<file path="src/rtl/if_id_pipe_reg.sv">
// ----------------------------------------------------------------------------
// if_id_pipe_reg
//   IF/ID pipeline register for the MIPS pipeline. Carries the fetched
//   instruction, its PC and PC+PC_INC from fetch to decode behind a
//   valid/ready handshake, with backpressure, synchronous flush and
//   asynchronous active-low reset. Latency is one cycle and the stage
//   sustains one instruction per cycle.
//
//   Optional feature macro: IF_ID_SKID_EN
//     defined   : one-entry skid register behind the output register, so
//                 in_ready comes straight from a flop (in_ready = !skid_valid).
//     undefined : the output register is the only storage and
//                 in_ready = !out_valid || out_ready (combinational).
//
// Parameters
//   INSTR_W    instruction width
//   ADDR_W     PC width
//   PC_INC     increment added to in_pc to form out_pc_next
//   NOP_INSTR  value on out_instr while the stage is empty or flushed
//
// Ports
//   clock        in   rising-edge clock
//   reset_n      in   asynchronous reset, active-low
//   in_valid     in   fetch presents a valid instruction
//   in_ready     out  stage can accept this cycle
//   in_instr     in   fetched instruction
//   in_pc        in   PC of the fetched instruction
//   flush        in   squash every held instruction (taken branch/jump)
//   out_valid    out  decode-side data valid
//   out_ready    in   decode accepts this cycle
//   out_instr    out  held instruction (NOP_INSTR when empty)
//   out_pc       out  held PC (keeps last value when empty)
//   out_pc_next  out  held PC + PC_INC, wrapping modulo 2^ADDR_W
// ----------------------------------------------------------------------------
module if_id_pipe_reg #(
    parameter int unsigned          INSTR_W   = 32,
    parameter int unsigned          ADDR_W    = 32,
    parameter int unsigned          PC_INC    = 4,
    parameter logic [INSTR_W-1:0]   NOP_INSTR = '0
) (
    input  logic                clock,
    input  logic                reset_n,
    input  logic                in_valid,
    output logic                in_ready,
    input  logic [INSTR_W-1:0]  in_instr,
    input  logic [ADDR_W-1:0]   in_pc,
    input  logic                flush,
    output logic                out_valid,
    input  logic                out_ready,
    output logic [INSTR_W-1:0]  out_instr,
    output logic [ADDR_W-1:0]   out_pc,
    output logic [ADDR_W-1:0]   out_pc_next
);

    logic               out_valid_q,   out_valid_d;
    logic [INSTR_W-1:0] out_instr_q,   out_instr_d;
    logic [ADDR_W-1:0]  out_pc_q,      out_pc_d;
    logic [ADDR_W-1:0]  out_pc_next_q, out_pc_next_d;

    logic [ADDR_W-1:0]  in_pc_next;
    logic               accept;
    logic               out_free;

    // Truncation to ADDR_W bits gives the required wrap (no carry-out).
    assign in_pc_next = in_pc + ADDR_W'(PC_INC);

    // Output register may be overwritten at this edge: empty or being consumed.
    assign out_free = !out_valid_q || out_ready;
    assign accept   = in_valid && in_ready;

`ifdef IF_ID_SKID_EN
    logic               skid_valid_q,   skid_valid_d;
    logic [INSTR_W-1:0] skid_instr_q,   skid_instr_d;
    logic [ADDR_W-1:0]  skid_pc_q,      skid_pc_d;
    logic [ADDR_W-1:0]  skid_pc_next_q, skid_pc_next_d;

    // Depends only on a flop, so no combinational path from out_ready.
    assign in_ready = !skid_valid_q;

    always_comb begin
        // NOTE: every signal gets a hold default first so no branch can infer a latch.
        out_valid_d    = out_valid_q;
        out_instr_d    = out_instr_q;
        out_pc_d       = out_pc_q;
        out_pc_next_d  = out_pc_next_q;
        skid_valid_d   = skid_valid_q;
        skid_instr_d   = skid_instr_q;
        skid_pc_d      = skid_pc_q;
        skid_pc_next_d = skid_pc_next_q;

        if (flush) begin
            out_valid_d  = 1'b0;
            out_instr_d  = NOP_INSTR;
            skid_valid_d = 1'b0;
        end else if (out_free) begin
            if (skid_valid_q) begin
                // Older skid entry goes first; in_ready was low so nothing new arrives.
                out_valid_d   = 1'b1;
                out_instr_d   = skid_instr_q;
                out_pc_d      = skid_pc_q;
                out_pc_next_d = skid_pc_next_q;
                skid_valid_d  = 1'b0;
            end else if (accept) begin
                out_valid_d   = 1'b1;
                out_instr_d   = in_instr;
                out_pc_d      = in_pc;
                out_pc_next_d = in_pc_next;
            end else begin
                out_valid_d = 1'b0;
                out_instr_d = NOP_INSTR;
            end
        end else if (accept) begin
            // Output is stalled: park the new instruction in the skid register.
            skid_valid_d   = 1'b1;
            skid_instr_d   = in_instr;
            skid_pc_d      = in_pc;
            skid_pc_next_d = in_pc_next;
        end
    end

    always_ff @(posedge clock or negedge reset_n) begin
        if (!reset_n) begin
            skid_valid_q <= 1'b0;
        end else begin
            skid_valid_q <= skid_valid_d;
        end
    end

    // NOTE: skid payload has no reset; skid_valid_q alone decides whether it is used.
    always_ff @(posedge clock) begin
        skid_instr_q   <= skid_instr_d;
        skid_pc_q      <= skid_pc_d;
        skid_pc_next_q <= skid_pc_next_d;
    end
`else
    assign in_ready = out_free;

    always_comb begin
        // NOTE: every signal gets a hold default first so no branch can infer a latch.
        out_valid_d   = out_valid_q;
        out_instr_d   = out_instr_q;
        out_pc_d      = out_pc_q;
        out_pc_next_d = out_pc_next_q;

        if (flush) begin
            out_valid_d = 1'b0;
            out_instr_d = NOP_INSTR;
        end else if (accept) begin
            out_valid_d   = 1'b1;
            out_instr_d   = in_instr;
            out_pc_d      = in_pc;
            out_pc_next_d = in_pc_next;
        end else if (out_free) begin
            // Consumed (or already empty) with nothing new: show NOP, keep PCs.
            out_valid_d = 1'b0;
            out_instr_d = NOP_INSTR;
        end
    end
`endif

    // NOTE: non-blocking assignments so every flop samples pre-edge values.
    always_ff @(posedge clock or negedge reset_n) begin
        if (!reset_n) begin
            out_valid_q   <= 1'b0;
            out_instr_q   <= NOP_INSTR;
            out_pc_q      <= '0;
            out_pc_next_q <= '0;
        end else begin
            out_valid_q   <= out_valid_d;
            out_instr_q   <= out_instr_d;
            out_pc_q      <= out_pc_d;
            out_pc_next_q <= out_pc_next_d;
        end
    end

    assign out_valid   = out_valid_q;
    assign out_instr   = out_instr_q;
    assign out_pc      = out_pc_q;
    assign out_pc_next = out_pc_next_q;

endmodule

</file>
<file path="config.mk">
export PLATFORM = sky130hd
export DESIGN_NAME = if_id_pipe_reg
export DESIGN_NICKNAME = d
export VERILOG_FILES = /design/src/rtl/if_id_pipe_reg.sv
export SDC_FILE = /design/constraint.sdc
export NUM_CORES = 1
export LEC_CHECK = 0
export CAP_MARGIN = 20
export CORE_AREA = 2 2 97 99
export CTS_CLUSTER_DIAMETER = 200
export DETAILED_ROUTE_END_ITERATION = 6
export DIE_AREA = 0 0 99 101
export PLACE_DENSITY_LB_ADDON = 0.08
export SETUP_SLACK_MARGIN = 0.2
export SYNTH_ARGS = -nofsm -noshare
export SYNTH_HDL_FRONTEND = slang
export SYNTH_SLANG_ARGS = --single-unit
</file>
<file path="constraint.sdc">
create_clock -name clock -period 2.6 [get_ports clock]
set_clock_uncertainty 0.15 [all_clocks]
set_input_delay 0.26 -clock clock [delete_from_list [all_inputs] [get_ports clock]]
set_output_delay 0.26 -clock clock [all_outputs]
set_load 0.05 [all_outputs]
</file>
==> results of run 1 <==
[area by class of cell]
cell class	count	area share [%]
Clock buffer	9	2.00
Multi-Input combinational cell	282	25.4
Sequential cell	95	38.4
Timing Repair Buffer	193	30.9
Tap cell	111	2.24
Clock inverter	7	0.768
Inverter	5	0.303
[through the flow]
| step | hold WS (ns) | worst slack (ns) |
|---|---|---|
| finish | 0.281 | 0.339 |
| global route | 0.303 | 0.266 |
| CTS | 0.272 | 0.342 |
| detailed placement | 0.166 | 0.0189 |
| global placement | 0.158 | 0.0804 |
| floorplan | -0.186 | 0.381 |
[state kept, by name (all words and copies together), names as in the netlist]
signal	count
out_instr	32
out_pc	32
out_pc_next	30
out_valid	1
[worst paths after layout]
check	startpoint	slack (ns)	depth (start not counted)	endpoint
max	out_valid	0.34	3	in_ready
min	in_pc[1]	0.28	3	out_pc[1]
max reg2reg	out_valid	0.92	5	out_instr[31]
min reg2reg	out_pc_next[14]	0.33	2	out_pc_next[14]
max in group asynchronous	reset_n	1.32	3	out_pc_next[20]
min in group asynchronous	reset_n	0.30	2	out_instr[19]
[report_power, final]
part           internal (uW)  total, uW  leakage (uW)  switching, uW
Clock                    349        870     0.0000858            521
Combinational            496       1420       0.00144            926
Sequential              1640       1740       0.00119           93.9
Total                   2490       4030       0.00271           1540
[layout by cell type (no fill, tap or decap), types with 5 or more instances in the layout]
cell,n
clkdlybuf4s50_1,165
a22o_1,32
nand2_1,115
nor3_1,5
nor2_1,18
and3_1,6
inv_1,5
clkbuf_8,9
o21ai_0,27
or4_1,6
dfrtp_1,95
buf_4,23
nand3_1,10
xnor2_1,10
a31oi_1,14
[what timing repair did]
item / 4_1_cts / 5_1_grt
hold buffers: 1 / 0
endpoints found under the hold margin: 46 / 0
setup buffers: 0 / 0
[per-layer routing]
metal,share of wire (%),routed length (um),GRT usage (%)
met3,7.1,796,4.99
met1,44,4940,31.9
met4,0.86,97,6.11
met5,0,0,0
met2,48,5390,37.1
[critical path: stages (launching register included)]
cell	delay [ns]
dfrtp_1	0.38
nor2b_1	0.17
inv_1	0.12
clkdlybuf4s50_1	0.83
[kinds of logic after synthesis]
kind of cell / Yosys count / share of synthesized area (%)
compound gates: 79 / 13.5
xor+xnor: 14 / 3.02
fa+ha+maj: 1 / 0.308
buf+inv: 30 / 3.05
flops: 95 / 58.5
simple gates: 188 / 21.6
==> impl_metrics.csv, run 1 <==
group,metric,value,unit
sta,setup_tns,0,ns
sta,rsz0062_at_grt,"no",
layout,final-seq-area,0.00238,mm^2
route,vias_per_cell,5.30,
pwr,p_per_area,651,mW/mm^2
global_route,grt.total_usage,23.0,%
clocking,htree_num_levels,3,
floorplan,dieArea,0.0100,mm^2
sta,slew_viol_final,0,
synth,synth.avg_cell_area,9.99,um^2
placed_design,dp.final_hpwl,8200,um
pwr,ir_drop,0.000340,V
layout,multi_input_area,0.00157,mm^2
floorplan,initial_utilization,45.3,%
layout,syn_to_final_growth,52.3,%
placed_design,dp.cells,685,
global_route,grt.overflow.total,0,
sta,fmax,442,MHz
synth,yosysWarningCount,0,
global_route,grt_pass1_vias,3648,
sta,max_slew.worst_pin.slew,0.615,ns
sta,min_period,2.26,ns
synth,synth_fp_nets,477,
run,maxCapViolCount,0,
layout,nets,656,
route,route.detailed.drc,0,
clocking,clockRootBuffer,"clkbuf_8",
route,drt_iter0_drc,135,
worst_setup_path,start_kind,"flip-flop",
clocking,clockBufferDepth,2,
placed_design,io_buffers,166,
floorplan,top_level_ports,167,
route,ant_nets,0,
synth,synth_area_leaders,"dfrtp_1 (58%), nand2_1 (11%), a22o_1 (6.9%), o21ai_0 (3.3%), a31oi_1 (2.2%)",
route,dr.pass1.iters,4,
layout,antenna_cells,0,
floorplan,coreArea,0.00898,mm^2
layout,nFillCells,720,
clocking,clkSlewWorstSetupHoldPaths,0.09,ns
clocking,numCtsBuffers,9,
clocking,cts_resized,0,
route,drt-total-wl,11200,um
route,vias,3719,
clocking,cts_tree,"yes",
synth,yosys-top-cells-count,"nand2_1 (115), dfrtp_1 (95), a22o_1 (32)",
pwr,power_leakage,0.00271,uW
clocking,cts.sinks,95,
synth,synth_top_cell_area_share,58.5,%
worst_setup_path,cp-end-kind,"output port",
floorplan,die_x,99,um
floorplan,die_y,101,um
sta,slew_headroom,59.0,%
global_route,grt_max_degree,68,
layout,drive_above_1_share,8.29,%
placed_design,dpl-instance-area,0.00601,mm^2
synth,synth.ff_latch_count,95,
layout,final_core_util,69.0,%
sta,final.period_utilization,87.0,%
synth,synth.most_common_cell,"nand2_1",
clocking,insertion_delay,0.35,ns
global_route,antenna_found_initial,0,
synth,async_flop_share,100,%
synth,ys_types,34,
synth,synth_ff_type,"dfrtp_1",
synth,synth_seq_area_share,58.5,%
global_route,grt_first_pass_wirelength,18400,um
layout,design_area,0.00619,mm^2
synth,syn_area,0.00406,mm^2
placed_design,routabilityCongestion,0.960,
floorplan,placementRows,35,
worst_setup_path,crit_fanout,3,
worst_setup_path,cp.required,2.19,ns
sta,setup_viol,0,
sta,hold_viol,0,
synth,yosysTopAreaCell,"dfrtp_1",
outcome,status,"completed",
route,avgRoutedWirePerCell,16.0,um
worst_setup_path,critPathKind,"flip-flop to output port",
hold_path,hold_path_class,"input pin to flip-flop",
layout,layout.cells.non_filler,702,
pwr,power,4030,uW
worst_setup_path,arrival,1.85,ns
synth,synthCells,407,
synth,synth_edf_count,0,
(Power assumes the default switching activity.)
==> run 2: changes to the inputs <==
--- a/config.mk
+++ b/config.mk
@@ -5,13 +5,14 @@
 export SDC_FILE = /design/constraint.sdc
 export NUM_CORES = 1
 export LEC_CHECK = 0
+export ABC_CLOCK_PERIOD_IN_PS = 2600
 export CAP_MARGIN = 20
 export CORE_AREA = 2 2 97 99
-export CTS_CLUSTER_DIAMETER = 200
 export DETAILED_ROUTE_END_ITERATION = 6
 export DIE_AREA = 0 0 99 101
 export PLACE_DENSITY_LB_ADDON = 0.08
 export SETUP_SLACK_MARGIN = 0.2
+export SKIP_LAST_GASP = 1
 export SYNTH_ARGS = -nofsm -noshare
 export SYNTH_HDL_FRONTEND = slang
 export SYNTH_SLANG_ARGS = --single-unit
==> results of run 2 <==
Final layout, timing and power as in run 1 (identical DEF).
==> run 3: changes to the inputs <==
--- a/config.mk
+++ b/config.mk
@@ -10,6 +10,7 @@
 export CORE_AREA = 2 2 97 99
 export DETAILED_ROUTE_END_ITERATION = 6
 export DIE_AREA = 0 0 99 101
+export MAX_ROUTING_LAYER = met4
 export PLACE_DENSITY_LB_ADDON = 0.08
 export SETUP_SLACK_MARGIN = 0.2
 export SKIP_LAST_GASP = 1
==> impl_metrics.csv, run 3 (same netlist as run 1, synthesis figures left out) <==
group,metric,value,unit
outcome,status,"completed",
global_route,use_met1,32.6,%
route,dr.pass1.iters,4,
placed_design,dpl-instance-area,0.00601,mm^2
worst_setup_path,path_buf_inv,2,
worst_setup_path,start_kind,"flip-flop",
layout,drive_above_1_share,8.29,%
layout,layout_commonest_cell,"clkdlybuf4s50_1",
floorplan,initial_utilization,45.3,%
worst_setup_path,r2r_setup_slack,0.93,ns
worst_setup_path,arrival,1.85,ns
global_route,use_met3,4.51,%
layout,layout.cells.non_filler,702,
worst_setup_path,rr_worst_depth,5,
run,maxCapViolCount,0,
global_route,grt_use_met2,36.9,%
layout,nets,656,
clocking,cts.sinks,95,
layout,nFillCells,720,
worst_setup_path,r2r-end,"out_instr[31]",
layout,final_cell_mix,"clkdlybuf4s50_1 (165), nand2_1 (115), dfrtp_1 (95)",
sta,rsz0062_at_grt,"no",
floorplan,coreArea,0.00898,mm^2
pwr,p_per_area,651,mW/mm^2
layout,syn_to_final_growth,52.3,%
global_route,grt.total_usage,23.7,%
sta,max_slew.worst_pin.slew,0.614,ns
clocking,insertion_delay,0.35,ns
worst_setup_path,slowest_delay,0.83,ns
hold_path,holdPathStages,3,
hold_path,hold_path_class,"input pin to flip-flop",
route,ant_nets,0,
global_route,grt_first_pass_wirelength,18400,um
worst_setup_path,crit_family,"buffers and inverters",
sta,slew_viol_final,0,
clocking,htree_num_levels,3,
route,vias,3716,
route,avgRoutedWirePerCell,16.1,um
worst_setup_path,rr_startpoint,"out_valid",
sta,min_period,2.26,ns
floorplan,placementRows,35,
route,route.detailed.drc,0,
worst_setup_path,cp-end-kind,"output port",
worst_setup_path,cp.depth,3,
sta,setup_tns,0,ns
clocking,numCtsBuffers,9,
sta,fmax,443,MHz
route,drt_iter0_drc,122,
clocking,cts_hold_buf,1,
placed_design,routabilityCongestion,0.978,
global_route,antenna_found_initial,0,
sta,final.period_utilization,86.8,%
clocking,postCtsSetupRepairBufs,0,
worst_setup_path,crit_fanout,3,
clocking,clockBufferDepth,2,
pwr,power_leakage,0.00271,uW
sta,slew_headroom,59.1,%
floorplan,dieArea,0.0100,mm^2
worst_setup_path,cp_slowest_cell,"clkdlybuf4s50_1",
sta,setup_viol,0,
worst_setup_path,cp_cell_sequence,"nor2b_1 -> inv_1 -> clkdlybuf4s50_1",
pwr,power,4030,uW
layout,design_area,0.00619,mm^2
layout,antenna_cells,0,
sta,hold_viol,0,
clocking,cts_resized,0,
hold_path,min_to,"out_pc[1]",
clocking,cts_tree,"yes",
placed_design,dp.cells,685,
global_route,grt_max_degree,68,
route,vias_per_cell,5.29,
placed_design,pre_cts_ws,0.0189,ns
clocking,clkSlewWorstSetupHoldPaths,0.09,ns
floorplan,top_level_ports,167,
global_route,grt.busiest_layer,"met2",
floorplan,die_x,99,um
floorplan,die_y,101,um
placed_design,dp.final_hpwl,8200,um
global_route,grt_pass1_vias,3647,
sta,finalWorstSetupSlack,0.344,ns
worst_setup_path,cp.required,2.19,ns
placed_design,io_buffers,166,
worst_setup_path,critPathKind,"flip-flop to output port",
route,drt-total-wl,11300,um
pwr,ir_drop,0.000340,V
clocking,clockRootBuffer,"clkbuf_8",
global_route,grt.overflow.total,0,
hold_path,min_from,"in_pc[1]",
## run 3: cell counts in the layout (fill, tap and decap cells not counted)
Identical to the previous run, type by type.
## run 3: final cells by class
cell class,instances,area (um^2),share of cell area [%]
Clock buffer,9,124,2.00
Clock inverter,7,47.5,0.768
Inverter,5,18.8,0.303
Multi-Input combinational cell,282,1570,25.4
Sequential cell,95,2380,38.4
Tap cell,111,139,2.24
Timing Repair Buffer,193,1910,30.9
## run 3: power breakdown
part	internal, uW	total [uW]	switching, uW
Sequential	1640	1740	93.7
Clock	350	871	522
Combinational	496	1420	928
Total	2490	4030	1540
## run 3: routing by layer
metal	wire, um	vias to the layer above	part of all wire [%]
met3	757	11	6.7
li1	-	1775	-
met1	5010	1780	44
met5	0	-	0
met2	5410	150	48
met4	107	0	0.95
## run 3: worst max path at each step
stage / startpoint / endpoint / slack, ns
global placement: in_pc[3] / out_pc_next[28] / 0.08
detailed placement: in_pc[2] / out_pc_next[20] / 0.02
CTS: out_valid / in_ready / 0.34
floorplan: out_valid / out_pc[17] / 0.38
global route: out_valid / in_ready / 0.27
finish: out_valid / in_ready / 0.34
## run 3: through the flow
stage,hold WS [ns],util (%)
floorplan,-0.186,-
CTS,0.272,69.0
detailed placement,0.166,66.9
global placement,0.158,66.9
finish,0.278,69.0
global route,0.298,69.0
## run 3: worst register-to-register path, delay by kind of cell, from the launching register on
kind            cells  cell delay (ns)
compound gates      1             0.17
flops               1             0.35
simple gates        2             0.59
buf+inv             2             0.35
